## config.mk

```make
export PLATFORM = sky130hd
export DESIGN_NAME = priv_1_12_trap_sequencer_flat
export DESIGN_NICKNAME = d
export VERILOG_FILES = /design/src/rtl/priv_1_12_trap_sequencer_pkg.sv /design/src/rtl/priv_1_12_trap_sequencer_if.sv /design/src/rtl/priv_1_12_trap_sequencer_prio.sv /design/src/rtl/priv_1_12_trap_sequencer.sv /design/src/flat_wrapper.sv
export SDC_FILE = /design/constraint.sdc
export NUM_CORES = 1
export LEC_CHECK = 0
export ABC_AREA = 0
export CAP_MARGIN = 20
export CORE_AREA = 3 3 143 145
export CTS_CLUSTER_SIZE = 12
export DETAILED_ROUTE_END_ITERATION = 7
export DIE_AREA = 0 0 146 148
export PLACE_DENSITY_LB_ADDON = 0.08
export SLEW_MARGIN = 20
export SYNTH_ARGS = -nofsm -noshare
export SYNTH_HDL_FRONTEND = slang
export SYNTH_SLANG_ARGS = --single-unit
```

## constraint.sdc

```tcl
create_clock -name clk -period 2.85 [get_ports clk]
set_input_delay 0.57 -clock clk [delete_from_list [all_inputs] [get_ports clk]]
set_output_delay 0.57 -clock clk [all_outputs]
set_load 0.005 [all_outputs]
```

## src/rtl/priv_1_12_trap_sequencer_pkg.sv

```systemverilog
`default_nettype none
// ============================================================================
// Module      : machine_mode_types_1_12_pkg
// Description : Shared types and constants for the machine-mode trap
//               sequencer: FSM state enum, exception/interrupt cause codes,
//               exc_flags bit indices, and mcause/mstatus/mip field layouts.
//               int_set/int_clr bit order (LSB first): timer_u, timer_s,
//               timer_m, soft_u, soft_s, soft_m, ext_u, ext_s, ext_m.
//               Related build macro: TRAP_RMGMT_EN (see priv_1_12_trap_prio).
// Revision    : 1.0 - initial release
// ============================================================================
package machine_mode_types_1_12_pkg;

    localparam int C_NUM_EXTENSIONS = 4;
    localparam int C_RMGMT_CAUSE_W  = $clog2(C_NUM_EXTENSIONS);
    localparam int C_EXC_W          = 14;
    localparam int C_INT_W          = 9;

    localparam logic [1:0] C_PRIV_M = 2'b11;

    typedef enum logic [1:0] {
        ST_IDLE       = 2'd0,
        ST_WAIT_CLEAR = 2'd1,
        ST_COMMIT     = 2'd2,
        ST_RETURN     = 2'd3
    } trap_state_t;

    // Bit positions inside exc_flags
    localparam int C_EXC_IDX_MAL_INSN         = 0;
    localparam int C_EXC_IDX_FAULT_INSN_ACC   = 1;
    localparam int C_EXC_IDX_ILLEGAL_INSN     = 2;
    localparam int C_EXC_IDX_BREAKPOINT       = 3;
    localparam int C_EXC_IDX_FAULT_L          = 4;
    localparam int C_EXC_IDX_MAL_L            = 5;
    localparam int C_EXC_IDX_FAULT_S          = 6;
    localparam int C_EXC_IDX_MAL_S            = 7;
    localparam int C_EXC_IDX_ENV_U            = 8;
    localparam int C_EXC_IDX_ENV_S            = 9;
    localparam int C_EXC_IDX_ENV_M            = 10;
    localparam int C_EXC_IDX_FAULT_INSN_PAGE  = 11;
    localparam int C_EXC_IDX_FAULT_LOAD_PAGE  = 12;
    localparam int C_EXC_IDX_FAULT_STORE_PAGE = 13;

    // Standard exception codes (mcause[30:0])
    localparam logic [30:0] C_CAUSE_MAL_INSN         = 31'd0;
    localparam logic [30:0] C_CAUSE_FAULT_INSN_ACC   = 31'd1;
    localparam logic [30:0] C_CAUSE_ILLEGAL_INSN     = 31'd2;
    localparam logic [30:0] C_CAUSE_BREAKPOINT       = 31'd3;
    localparam logic [30:0] C_CAUSE_MAL_L            = 31'd4;
    localparam logic [30:0] C_CAUSE_FAULT_L          = 31'd5;
    localparam logic [30:0] C_CAUSE_MAL_S            = 31'd6;
    localparam logic [30:0] C_CAUSE_FAULT_S          = 31'd7;
    localparam logic [30:0] C_CAUSE_ENV_U            = 31'd8;
    localparam logic [30:0] C_CAUSE_ENV_S            = 31'd9;
    localparam logic [30:0] C_CAUSE_ENV_M            = 31'd11;
    localparam logic [30:0] C_CAUSE_FAULT_INSN_PAGE  = 31'd12;
    localparam logic [30:0] C_CAUSE_FAULT_LOAD_PAGE  = 31'd13;
    localparam logic [30:0] C_CAUSE_FAULT_STORE_PAGE = 31'd15;
    localparam logic [30:0] C_CAUSE_RMGMT_BASE       = 31'd24;

    // mip bit positions; the interrupt cause code equals the bit position
    localparam int C_MIP_USI = 0;
    localparam int C_MIP_SSI = 1;
    localparam int C_MIP_MSI = 3;
    localparam int C_MIP_UTI = 4;
    localparam int C_MIP_STI = 5;
    localparam int C_MIP_MTI = 7;
    localparam int C_MIP_UEI = 8;
    localparam int C_MIP_SEI = 9;
    localparam int C_MIP_MEI = 11;

    typedef struct packed {
        logic        interrupt;
        logic [30:0] code;
    } mcause_t;

    typedef struct packed {
        logic [18:0] rsvd_31_13;
        logic [1:0]  mpp;
        logic [1:0]  rsvd_10_9;
        logic        spp;
        logic        mpie;
        logic        rsvd_6;
        logic        spie;
        logic        upie;
        logic        mie;
        logic        rsvd_2;
        logic        sie;
        logic        uie;
    } mstatus_t;

    typedef struct packed {
        logic [19:0] rsvd_31_12;
        logic        meip;
        logic        rsvd_10;
        logic        seip;
        logic        ueip;
        logic        mtip;
        logic        rsvd_6;
        logic        stip;
        logic        utip;
        logic        msip;
        logic        rsvd_2;
        logic        ssip;
        logic        usip;
    } mip_t;

    // Scatter the compact 9-bit source vector onto mip bit positions
    function automatic logic [31:0] int_vec_to_mip(input logic [C_INT_W-1:0] v);
        logic [31:0] m;
        m            = '0;
        m[C_MIP_UTI] = v[0];
        m[C_MIP_STI] = v[1];
        m[C_MIP_MTI] = v[2];
        m[C_MIP_USI] = v[3];
        m[C_MIP_SSI] = v[4];
        m[C_MIP_MSI] = v[5];
        m[C_MIP_UEI] = v[6];
        m[C_MIP_SEI] = v[7];
        m[C_MIP_MEI] = v[8];
        return m;
    endfunction

    // Exceptions that report an address/instruction in mtval: misaligned,
    // access faults, page faults and illegal instruction.
    function automatic logic cause_has_tval(input logic [30:0] code);
        case (code)
            C_CAUSE_MAL_INSN, C_CAUSE_FAULT_INSN_ACC, C_CAUSE_ILLEGAL_INSN,
            C_CAUSE_MAL_L, C_CAUSE_FAULT_L, C_CAUSE_MAL_S, C_CAUSE_FAULT_S,
            C_CAUSE_FAULT_INSN_PAGE, C_CAUSE_FAULT_LOAD_PAGE,
            C_CAUSE_FAULT_STORE_PAGE: return 1'b1;
            default:                  return 1'b0;
        endcase
    endfunction

endpackage
`default_nettype wire

```

## src/rtl/priv_1_12_trap_sequencer_if.sv

```systemverilog
`default_nettype none
// ============================================================================
// Module      : priv_1_12_trap_sequencer_if
// Description : Trap/CSR bundle between the pipeline/CSR file (master) and
//               the trap sequencer (slave).
//               master drives: exc_flags, int_set, int_clr, ex_rmgmt,
//                 ex_rmgmt_cause, pipe_clear, mret, epc, tval, curr_priv,
//                 curr_mip, curr_mie, curr_mstatus
//               slave drives : inject_{mip,mcause,mepc,mtval,mstatus},
//                 next_{mip,mcause,mepc,mtval,mstatus}, intr, busy
// Revision    : 1.0 - initial release
// ============================================================================
interface priv_1_12_trap_sequencer_if;
    import machine_mode_types_1_12_pkg::*;

    logic [C_EXC_W-1:0]         exc_flags;
    logic [C_INT_W-1:0]         int_set;
    logic [C_INT_W-1:0]         int_clr;
    logic                       ex_rmgmt;
    logic [C_RMGMT_CAUSE_W-1:0] ex_rmgmt_cause;
    logic                       pipe_clear;
    logic                       mret;
    logic [31:0]                epc;
    logic [31:0]                tval;
    logic [1:0]                 curr_priv;
    logic [31:0]                curr_mip;
    logic [31:0]                curr_mie;
    logic [31:0]                curr_mstatus;

    logic inject_mip, inject_mcause, inject_mepc, inject_mtval, inject_mstatus;
    logic [31:0] next_mip, next_mcause, next_mepc, next_mtval, next_mstatus;
    logic intr;
    logic busy;

    modport master (
        output exc_flags, int_set, int_clr, ex_rmgmt, ex_rmgmt_cause,
               pipe_clear, mret, epc, tval, curr_priv, curr_mip, curr_mie,
               curr_mstatus,
        input  inject_mip, inject_mcause, inject_mepc, inject_mtval,
               inject_mstatus, next_mip, next_mcause, next_mepc, next_mtval,
               next_mstatus, intr, busy
    );

    modport slave (
        input  exc_flags, int_set, int_clr, ex_rmgmt, ex_rmgmt_cause,
               pipe_clear, mret, epc, tval, curr_priv, curr_mip, curr_mie,
               curr_mstatus,
        output inject_mip, inject_mcause, inject_mepc, inject_mtval,
               inject_mstatus, next_mip, next_mcause, next_mepc, next_mtval,
               next_mstatus, intr, busy
    );

endinterface
`default_nettype wire

```

## src/rtl/priv_1_12_trap_sequencer_prio.sv

```systemverilog
`default_nettype none
// ============================================================================
// Module      : priv_1_12_trap_prio
// Description : Combinational trap arbiter. Picks the highest-priority
//               exception (then RISC-MGMT, then interrupt) and returns
//               {valid, is_int, code}.
//               Ports: exc_flags_i, ex_rmgmt_i, ex_rmgmt_cause_i,
//                      irq_pend_i (mip & mie, already globally gated),
//                      valid_o, is_int_o, code_o.
//               Build macro TRAP_RMGMT_EN: when defined the RISC-MGMT
//               exception participates; otherwise its inputs are ignored.
// Revision    : 1.0 - initial release
// ============================================================================
module priv_1_12_trap_prio
    import machine_mode_types_1_12_pkg::*;
(
    input  wire logic [C_EXC_W-1:0]         exc_flags_i,
    input  wire logic                       ex_rmgmt_i,
    input  wire logic [C_RMGMT_CAUSE_W-1:0] ex_rmgmt_cause_i,
    input  wire logic [31:0]                irq_pend_i,
    output logic                            valid_o,
    output logic                            is_int_o,
    output logic [30:0]                     code_o
);

    logic        w_rmgmt;
    logic [30:0] w_rmgmt_code;
    logic        w_unused_irq;

`ifdef TRAP_RMGMT_EN
    assign w_rmgmt      = ex_rmgmt_i;
    assign w_rmgmt_code = C_CAUSE_RMGMT_BASE + 31'(ex_rmgmt_cause_i);
`else
    logic w_unused_rmgmt;
    assign w_rmgmt        = 1'b0;
    assign w_rmgmt_code   = '0;
    assign w_unused_rmgmt = ^{ex_rmgmt_i, ex_rmgmt_cause_i};
`endif

    // mip positions that carry no interrupt source
    assign w_unused_irq = ^{irq_pend_i[31:12], irq_pend_i[10], irq_pend_i[6], irq_pend_i[2]};

    always_comb begin
        valid_o  = 1'b1;
        is_int_o = 1'b0;
        code_o   = '0;
        if      (exc_flags_i[C_EXC_IDX_BREAKPOINT])       code_o = C_CAUSE_BREAKPOINT;
        else if (exc_flags_i[C_EXC_IDX_FAULT_INSN_PAGE])  code_o = C_CAUSE_FAULT_INSN_PAGE;
        else if (exc_flags_i[C_EXC_IDX_FAULT_INSN_ACC])   code_o = C_CAUSE_FAULT_INSN_ACC;
        else if (exc_flags_i[C_EXC_IDX_ILLEGAL_INSN])     code_o = C_CAUSE_ILLEGAL_INSN;
        else if (exc_flags_i[C_EXC_IDX_MAL_INSN])         code_o = C_CAUSE_MAL_INSN;
        else if (exc_flags_i[C_EXC_IDX_ENV_M])            code_o = C_CAUSE_ENV_M;
        else if (exc_flags_i[C_EXC_IDX_ENV_S])            code_o = C_CAUSE_ENV_S;
        else if (exc_flags_i[C_EXC_IDX_ENV_U])            code_o = C_CAUSE_ENV_U;
        else if (exc_flags_i[C_EXC_IDX_MAL_S])            code_o = C_CAUSE_MAL_S;
        else if (exc_flags_i[C_EXC_IDX_MAL_L])            code_o = C_CAUSE_MAL_L;
        else if (exc_flags_i[C_EXC_IDX_FAULT_STORE_PAGE]) code_o = C_CAUSE_FAULT_STORE_PAGE;
        else if (exc_flags_i[C_EXC_IDX_FAULT_LOAD_PAGE])  code_o = C_CAUSE_FAULT_LOAD_PAGE;
        else if (exc_flags_i[C_EXC_IDX_FAULT_S])          code_o = C_CAUSE_FAULT_S;
        else if (exc_flags_i[C_EXC_IDX_FAULT_L])          code_o = C_CAUSE_FAULT_L;
        else if (w_rmgmt)                                 code_o = w_rmgmt_code;
        else if (irq_pend_i[C_MIP_MEI]) begin is_int_o = 1'b1; code_o = 31'(C_MIP_MEI); end
        else if (irq_pend_i[C_MIP_MSI]) begin is_int_o = 1'b1; code_o = 31'(C_MIP_MSI); end
        else if (irq_pend_i[C_MIP_MTI]) begin is_int_o = 1'b1; code_o = 31'(C_MIP_MTI); end
        else if (irq_pend_i[C_MIP_SEI]) begin is_int_o = 1'b1; code_o = 31'(C_MIP_SEI); end
        else if (irq_pend_i[C_MIP_SSI]) begin is_int_o = 1'b1; code_o = 31'(C_MIP_SSI); end
        else if (irq_pend_i[C_MIP_STI]) begin is_int_o = 1'b1; code_o = 31'(C_MIP_STI); end
        else if (irq_pend_i[C_MIP_UEI]) begin is_int_o = 1'b1; code_o = 31'(C_MIP_UEI); end
        else if (irq_pend_i[C_MIP_USI]) begin is_int_o = 1'b1; code_o = 31'(C_MIP_USI); end
        else if (irq_pend_i[C_MIP_UTI]) begin is_int_o = 1'b1; code_o = 31'(C_MIP_UTI); end
        else                                              valid_o = 1'b0;
    end

endmodule
`default_nettype wire

```

## src/rtl/priv_1_12_trap_sequencer.sv

```systemverilog
`default_nettype none
// ============================================================================
// Module      : priv_1_12_trap_sequencer
// Description : Machine-mode trap sequencer. Captures a pending trap, waits
//               for the pipeline to drain, then commits mcause/mepc/mtval/
//               mstatus in one cycle; also sequences MRET and maintains mip.
//               Ports: clk, rst (sync, active high), bus_io (slave modport
//               of priv_1_12_trap_sequencer_if).
//               Parameter RESET_MPP: mstatus.MPP value written on MRET.
//               Build macro TRAP_RMGMT_EN enables the RISC-MGMT exception.
// Revision    : 1.0 - initial release
// ============================================================================
module priv_1_12_trap_sequencer
    import machine_mode_types_1_12_pkg::*;
#(
    parameter logic [1:0] RESET_MPP = 2'b11
) (
    input  wire logic                 clk,
    input  wire logic                 rst,
    priv_1_12_trap_sequencer_if.slave bus_io
);

    trap_state_t state_q, state_d;
    mcause_t     cause_q;
    logic [31:0] epc_q;
    logic [31:0] tval_q;

    logic        w_int_en;
    logic [31:0] w_irq_pend;
    logic        w_valid;
    logic        w_is_int;
    logic [30:0] w_code;
    logic [31:0] w_next_mip;
    mstatus_t    w_mst_cur;
    mstatus_t    w_mst_out;

    assign w_mst_cur  = mstatus_t'(bus_io.curr_mstatus);
    // Interrupts are globally enabled in M-mode only by mstatus.MIE, and
    // always enabled when running below M-mode.
    assign w_int_en   = w_mst_cur.mie || (bus_io.curr_priv != C_PRIV_M);
    assign w_irq_pend = w_int_en ? (bus_io.curr_mip & bus_io.curr_mie) : '0;

    priv_1_12_trap_prio u_prio (
        .exc_flags_i      (bus_io.exc_flags),
        .ex_rmgmt_i       (bus_io.ex_rmgmt),
        .ex_rmgmt_cause_i (bus_io.ex_rmgmt_cause),
        .irq_pend_i       (w_irq_pend),
        .valid_o          (w_valid),
        .is_int_o         (w_is_int),
        .code_o           (w_code)
    );

    // mip maintenance is independent of the FSM; clear beats set
    assign w_next_mip        = (bus_io.curr_mip | int_vec_to_mip(bus_io.int_set))
                               & ~int_vec_to_mip(bus_io.int_clr);
    assign bus_io.next_mip   = w_next_mip;
    assign bus_io.inject_mip = (w_next_mip != bus_io.curr_mip);

    // State register
    always_ff @(posedge clk) begin
        if (rst) state_q <= ST_IDLE;
        else     state_q <= state_d;
    end

    // Trap capture: only in IDLE, so later sources are ignored while waiting.
    // mtval is qualified at capture so COMMIT just replays the register.
    always_ff @(posedge clk) begin
        if (rst) begin
            cause_q <= '0;
            epc_q   <= '0;
            tval_q  <= '0;
        end else if (state_q == ST_IDLE && w_valid) begin
            cause_q <= '{interrupt: w_is_int, code: w_code};
            epc_q   <= bus_io.epc;
            tval_q  <= (!w_is_int && cause_has_tval(w_code)) ? bus_io.tval : '0;
        end
    end

    // Next-state logic; a pending trap outranks a simultaneous MRET
    always_comb begin
        state_d = state_q;
        case (state_q)
            ST_IDLE: begin
                if (w_valid)          state_d = ST_WAIT_CLEAR;
                else if (bus_io.mret) state_d = ST_RETURN;
            end
            ST_WAIT_CLEAR: begin
                if (bus_io.pipe_clear) state_d = ST_COMMIT;
            end
            ST_COMMIT:     state_d = ST_IDLE;
            ST_RETURN:     state_d = ST_IDLE;
            default:       state_d = ST_IDLE;
        endcase
    end

    // Moore outputs decoded from the registered state
    always_comb begin
        bus_io.intr           = 1'b0;
        bus_io.busy           = (state_q != ST_IDLE);
        bus_io.inject_mcause  = 1'b0;
        bus_io.inject_mepc    = 1'b0;
        bus_io.inject_mtval   = 1'b0;
        bus_io.inject_mstatus = 1'b0;
        bus_io.next_mcause    = '0;
        bus_io.next_mepc      = '0;
        bus_io.next_mtval     = '0;
        bus_io.next_mstatus   = '0;
        w_mst_out             = w_mst_cur;
        case (state_q)
            ST_COMMIT: begin
                bus_io.intr           = 1'b1;
                bus_io.inject_mcause  = 1'b1;
                bus_io.inject_mepc    = 1'b1;
                bus_io.inject_mtval   = 1'b1;
                bus_io.inject_mstatus = 1'b1;
                bus_io.next_mcause    = cause_q;
                bus_io.next_mepc      = epc_q;
                bus_io.next_mtval     = tval_q;
                w_mst_out.mpie        = w_mst_cur.mie;
                w_mst_out.mie         = 1'b0;
                w_mst_out.mpp         = bus_io.curr_priv;
                bus_io.next_mstatus   = w_mst_out;
            end
            ST_RETURN: begin
                bus_io.inject_mstatus = 1'b1;
                w_mst_out.mie         = w_mst_cur.mpie;
                w_mst_out.mpie        = 1'b1;
                w_mst_out.mpp         = RESET_MPP;
                bus_io.next_mstatus   = w_mst_out;
            end
            default: ;
        endcase
    end

endmodule
`default_nettype wire

```

## src/flat_wrapper.sv

```systemverilog
// flat-port wrapper written by rule: the top's interface ports become plain ports
module priv_1_12_trap_sequencer_flat import machine_mode_types_1_12_pkg::*;
#(
    parameter logic [1:0] RESET_MPP = 2'b11
)
  (clk, rst, bus_io_exc_flags, bus_io_int_set, bus_io_int_clr, bus_io_ex_rmgmt, bus_io_ex_rmgmt_cause, bus_io_pipe_clear, bus_io_mret, bus_io_epc, bus_io_tval, bus_io_curr_priv, bus_io_curr_mip, bus_io_curr_mie, bus_io_curr_mstatus, bus_io_inject_mip, bus_io_inject_mcause, bus_io_inject_mepc, bus_io_inject_mtval, bus_io_inject_mstatus, bus_io_next_mip, bus_io_next_mcause, bus_io_next_mepc, bus_io_next_mtval, bus_io_next_mstatus, bus_io_intr, bus_io_busy);
  priv_1_12_trap_sequencer_if bus_io_i ();
  input  wire logic clk;
  input  wire logic rst;
  input wire logic [$bits(bus_io_i.exc_flags)-1:0] bus_io_exc_flags;
  input wire logic [$bits(bus_io_i.int_set)-1:0] bus_io_int_set;
  input wire logic [$bits(bus_io_i.int_clr)-1:0] bus_io_int_clr;
  input wire logic [$bits(bus_io_i.ex_rmgmt)-1:0] bus_io_ex_rmgmt;
  input wire logic [$bits(bus_io_i.ex_rmgmt_cause)-1:0] bus_io_ex_rmgmt_cause;
  input wire logic [$bits(bus_io_i.pipe_clear)-1:0] bus_io_pipe_clear;
  input wire logic [$bits(bus_io_i.mret)-1:0] bus_io_mret;
  input wire logic [$bits(bus_io_i.epc)-1:0] bus_io_epc;
  input wire logic [$bits(bus_io_i.tval)-1:0] bus_io_tval;
  input wire logic [$bits(bus_io_i.curr_priv)-1:0] bus_io_curr_priv;
  input wire logic [$bits(bus_io_i.curr_mip)-1:0] bus_io_curr_mip;
  input wire logic [$bits(bus_io_i.curr_mie)-1:0] bus_io_curr_mie;
  input wire logic [$bits(bus_io_i.curr_mstatus)-1:0] bus_io_curr_mstatus;
  output wire logic [$bits(bus_io_i.inject_mip)-1:0] bus_io_inject_mip;
  output wire logic [$bits(bus_io_i.inject_mcause)-1:0] bus_io_inject_mcause;
  output wire logic [$bits(bus_io_i.inject_mepc)-1:0] bus_io_inject_mepc;
  output wire logic [$bits(bus_io_i.inject_mtval)-1:0] bus_io_inject_mtval;
  output wire logic [$bits(bus_io_i.inject_mstatus)-1:0] bus_io_inject_mstatus;
  output wire logic [$bits(bus_io_i.next_mip)-1:0] bus_io_next_mip;
  output wire logic [$bits(bus_io_i.next_mcause)-1:0] bus_io_next_mcause;
  output wire logic [$bits(bus_io_i.next_mepc)-1:0] bus_io_next_mepc;
  output wire logic [$bits(bus_io_i.next_mtval)-1:0] bus_io_next_mtval;
  output wire logic [$bits(bus_io_i.next_mstatus)-1:0] bus_io_next_mstatus;
  output wire logic [$bits(bus_io_i.intr)-1:0] bus_io_intr;
  output wire logic [$bits(bus_io_i.busy)-1:0] bus_io_busy;
  assign bus_io_i.exc_flags = bus_io_exc_flags;
  assign bus_io_i.int_set = bus_io_int_set;
  assign bus_io_i.int_clr = bus_io_int_clr;
  assign bus_io_i.ex_rmgmt = bus_io_ex_rmgmt;
  assign bus_io_i.ex_rmgmt_cause = bus_io_ex_rmgmt_cause;
  assign bus_io_i.pipe_clear = bus_io_pipe_clear;
  assign bus_io_i.mret = bus_io_mret;
  assign bus_io_i.epc = bus_io_epc;
  assign bus_io_i.tval = bus_io_tval;
  assign bus_io_i.curr_priv = bus_io_curr_priv;
  assign bus_io_i.curr_mip = bus_io_curr_mip;
  assign bus_io_i.curr_mie = bus_io_curr_mie;
  assign bus_io_i.curr_mstatus = bus_io_curr_mstatus;
  assign bus_io_inject_mip = bus_io_i.inject_mip;
  assign bus_io_inject_mcause = bus_io_i.inject_mcause;
  assign bus_io_inject_mepc = bus_io_i.inject_mepc;
  assign bus_io_inject_mtval = bus_io_i.inject_mtval;
  assign bus_io_inject_mstatus = bus_io_i.inject_mstatus;
  assign bus_io_next_mip = bus_io_i.next_mip;
  assign bus_io_next_mcause = bus_io_i.next_mcause;
  assign bus_io_next_mepc = bus_io_i.next_mepc;
  assign bus_io_next_mtval = bus_io_i.next_mtval;
  assign bus_io_next_mstatus = bus_io_i.next_mstatus;
  assign bus_io_intr = bus_io_i.intr;
  assign bus_io_busy = bus_io_i.busy;
  priv_1_12_trap_sequencer #(.RESET_MPP(RESET_MPP)) u_core (.clk(clk), .rst(rst), .bus_io(bus_io_i));
endmodule
```

==> impl_metrics.ini <==
[global_routing]
grt_max_degree = 74
grt_pass1_wl_um = 25670
grt_pass1_vias = 4577
antenna_found_initial = 0
gr-usage-all-layers = 0.1490
grt_overflow = 0

[layout]
antenna_cells = 0
area_delta_synth_final_pct = 72.60
drive_above_1_share = 0.06917
fin_nets = 1021
fin_area_um2 = 7392
stdcell_count = 1089
mostFrequentLayoutCells = clkdlybuf4s50_1, nand2_1, and2_1
utilization = 0.3823
layout_commonest_cell = clkdlybuf4s50_1

[clocking]
clock_latency_ns = 0.33
cts_buffer_depth = 2
cts_inserted_buffers = 9
clk_transition_reported_paths_ns = 0.05
cts_root_buffer = clkbuf_16
htree_levels = 3
clock-sinks = 71
tritoncts = done

[timing]
slew_viol_final = 0
hold-worst-slack_ns = 0.4418
setup_slack_ns = 0.07091
fin_skew_ns = 0.004805
relSlewSlack = 0.6044
hold_viol_final = 0
worst_pin_slew_ns = 0.5784
rsz0062_at_grt = no
fmax_mhz = 359.8
period_share = 0.9751
finalWorstPathRequiredPeriod_ns = 2.779
setup_viol = 0

[hold_path]
hp-start = u_core.tval_q[19]
min_path_type = reg2reg
worst_hold_path.endpoint = u_core.tval_q[19]
hold_depth = 2

[placement]
post-place-ws_ns = -0.2785
placed_cells = 1074
gp_congestion = 0.8729
port-buffer-count = 266
hpwl_um = 12820
dpl_cell_area_um2 = 7097

[worst_setup_path]
r2r_slack_ns = 1.13
rr_worst_depth = 7
startpoint_type = input pin
cp.required_ns = 2.28
critPathKind = in2out
r2r-end = u_core.cause_q[1]
end_kind = output port
arrival_ns = 2.21
regToRegStartpoint = u_core.state_q[1]
cp_max_fo = 2

[floorplanning]
start_util = 0.2215
ios = 368
dieArea_um2 = 21610
core_um2 = 19330
die_w_um = 146
die_y_um = 148
rows = 51

[synthesis]
synthDistinctLibCells = 45
async_flop_share = 0
netlist_area_um2 = 4283
synth.yosys.seq_area_share = 0.3319
synth_ff_type = dfxtp_1
yosysWarnings = 0
synth_area_per_cell_um2 = 7.474
netlist_instances = 573
ys_ff_latch = 71
synth_edf_count = 0

[power_and_ir_drop]
p_per_area_nw_per_um2 = 379.4
leakage_nw = 2.789
peakVddDrop_mv = 0.1787

[drt]
post_drt_wl_per_cell_um = 15.23
antenna_left = 0
firstDrtPassIters = 5
via_count = 4675
routed_wl_um = 16590
route.detailed.drc = 0
via_per_inst = 4.293
dr.first_iter.drc_count = 160

[outcome]
status = completed

[flow_run]
drv_cap = 0
-- power by group --
| part | switching [mW] | leakage (nW) | internal, mW |
|---|---|---|---|
| Sequential | 0.0290 | 0.583 | 1.06 |
| Combinational | 0.273 | 2.07 | 0.361 |
| Clock | 0.415 | 0.135 | 0.670 |
-- how the worst max path moves through the flow --
stage / startpoint / endpoint / cells after the start
global route: bus_io_int_clr[3] / bus_io_inject_mip / 6
detailed placement: bus_io_curr_mip[0] / bus_io_inject_mip / 6
finish: bus_io_int_clr[3] / bus_io_inject_mip / 6
CTS: bus_io_int_clr[3] / bus_io_inject_mip / 6
floorplan: bus_io_curr_mie[5] / u_core.tval_q[0] / 6
global placement: bus_io_curr_mip[0] / bus_io_inject_mip / 6
-- registers in the layout, summed over array words and instances (netlist names) --
signal,flops
u_core.epc_q,32
u_core.tval_q,32
u_core.state_q,2
u_core.cause_q,5
-- metrics by stage --
| stage | setup TNS (ns) | total power [mW] |
|---|---|---|
| 2_1_floorplan | 0 | 1.401 |
| 3_3_place_gp | -8.297 | 1.739 |
| 3_5_place_dp | -9.184 | 1.745 |
| 4_1_cts | 0 | 2.862 |
| 5_1_grt | 0 | 2.963 |
| 6_report | 0 | 2.804 |
-- cell usage after synthesis, drive strengths merged (2+ instances only) --
master   number  area share
a2111oi       3      0.0061
a211oi        2      0.0035
a21oi        39       0.046
a222oi        3      0.0070
a22o          3      0.0061
a22oi         4      0.0070
a311oi        2      0.0041
and2         98        0.14
buf          69        0.13
clkbuf       20       0.018
dfxtp        71        0.33
inv           4      0.0035
mux2i         2      0.0047
nand2       139        0.12
nand3         3      0.0035
nand4         4      0.0058
nor2         37       0.036
nor2b         3      0.0044
nor3          7      0.0082
nor4          2      0.0044
o21a          3      0.0053
o21ai         3      0.0035
o31a          3      0.0061
o31ai        33       0.061
or3           2      0.0029
-- worst max-delay path: stages --
cell	delay (ns)
clkdlybuf4s50_1	0.43
a222oi_1	0.34
nand3_1	0.17
a2111oi_4	0.29
nand4_1	0.12
dlygate4sd2_1	0.28
-- timing repair --
action / CTS / global route
setup endpoints to repair: 1 / 0
resized for setup: 6 / 0
setup buffers: 0 / 0
hold buffers: 0 / 0
-- logic make-up after synthesis --
logic type,count (synthesis),share of synthesized area
flops,71,0.3319
compound gates,106,0.1773
other cells,1,0.0008756
mux,2,0.004674
simple gates,300,0.3389
buf+inv,93,0.1464
-- per-layer routing --
metal	global-route usage	routed length, um	vias to the layer above
met2	0.2561	7966	225
met3	0.03863	1268	22
met4	0.05597	332	0
met5	0	0	-
met1	0.1796	7021	2112
li1	-	-	2316
-- area by class of cell --
cell class | instances | area [um2]
multi-input combinational | 435 | 2367
clock buffer | 11 | 232.7
tap | 265 | 331.6
clock inverter | 4 | 47.55
timing repair buffer | 299 | 2977
inverter | 4 | 15.01
sequential | 71 | 1421
fill | 2023 | 11940
(Power assumes the default switching activity.)
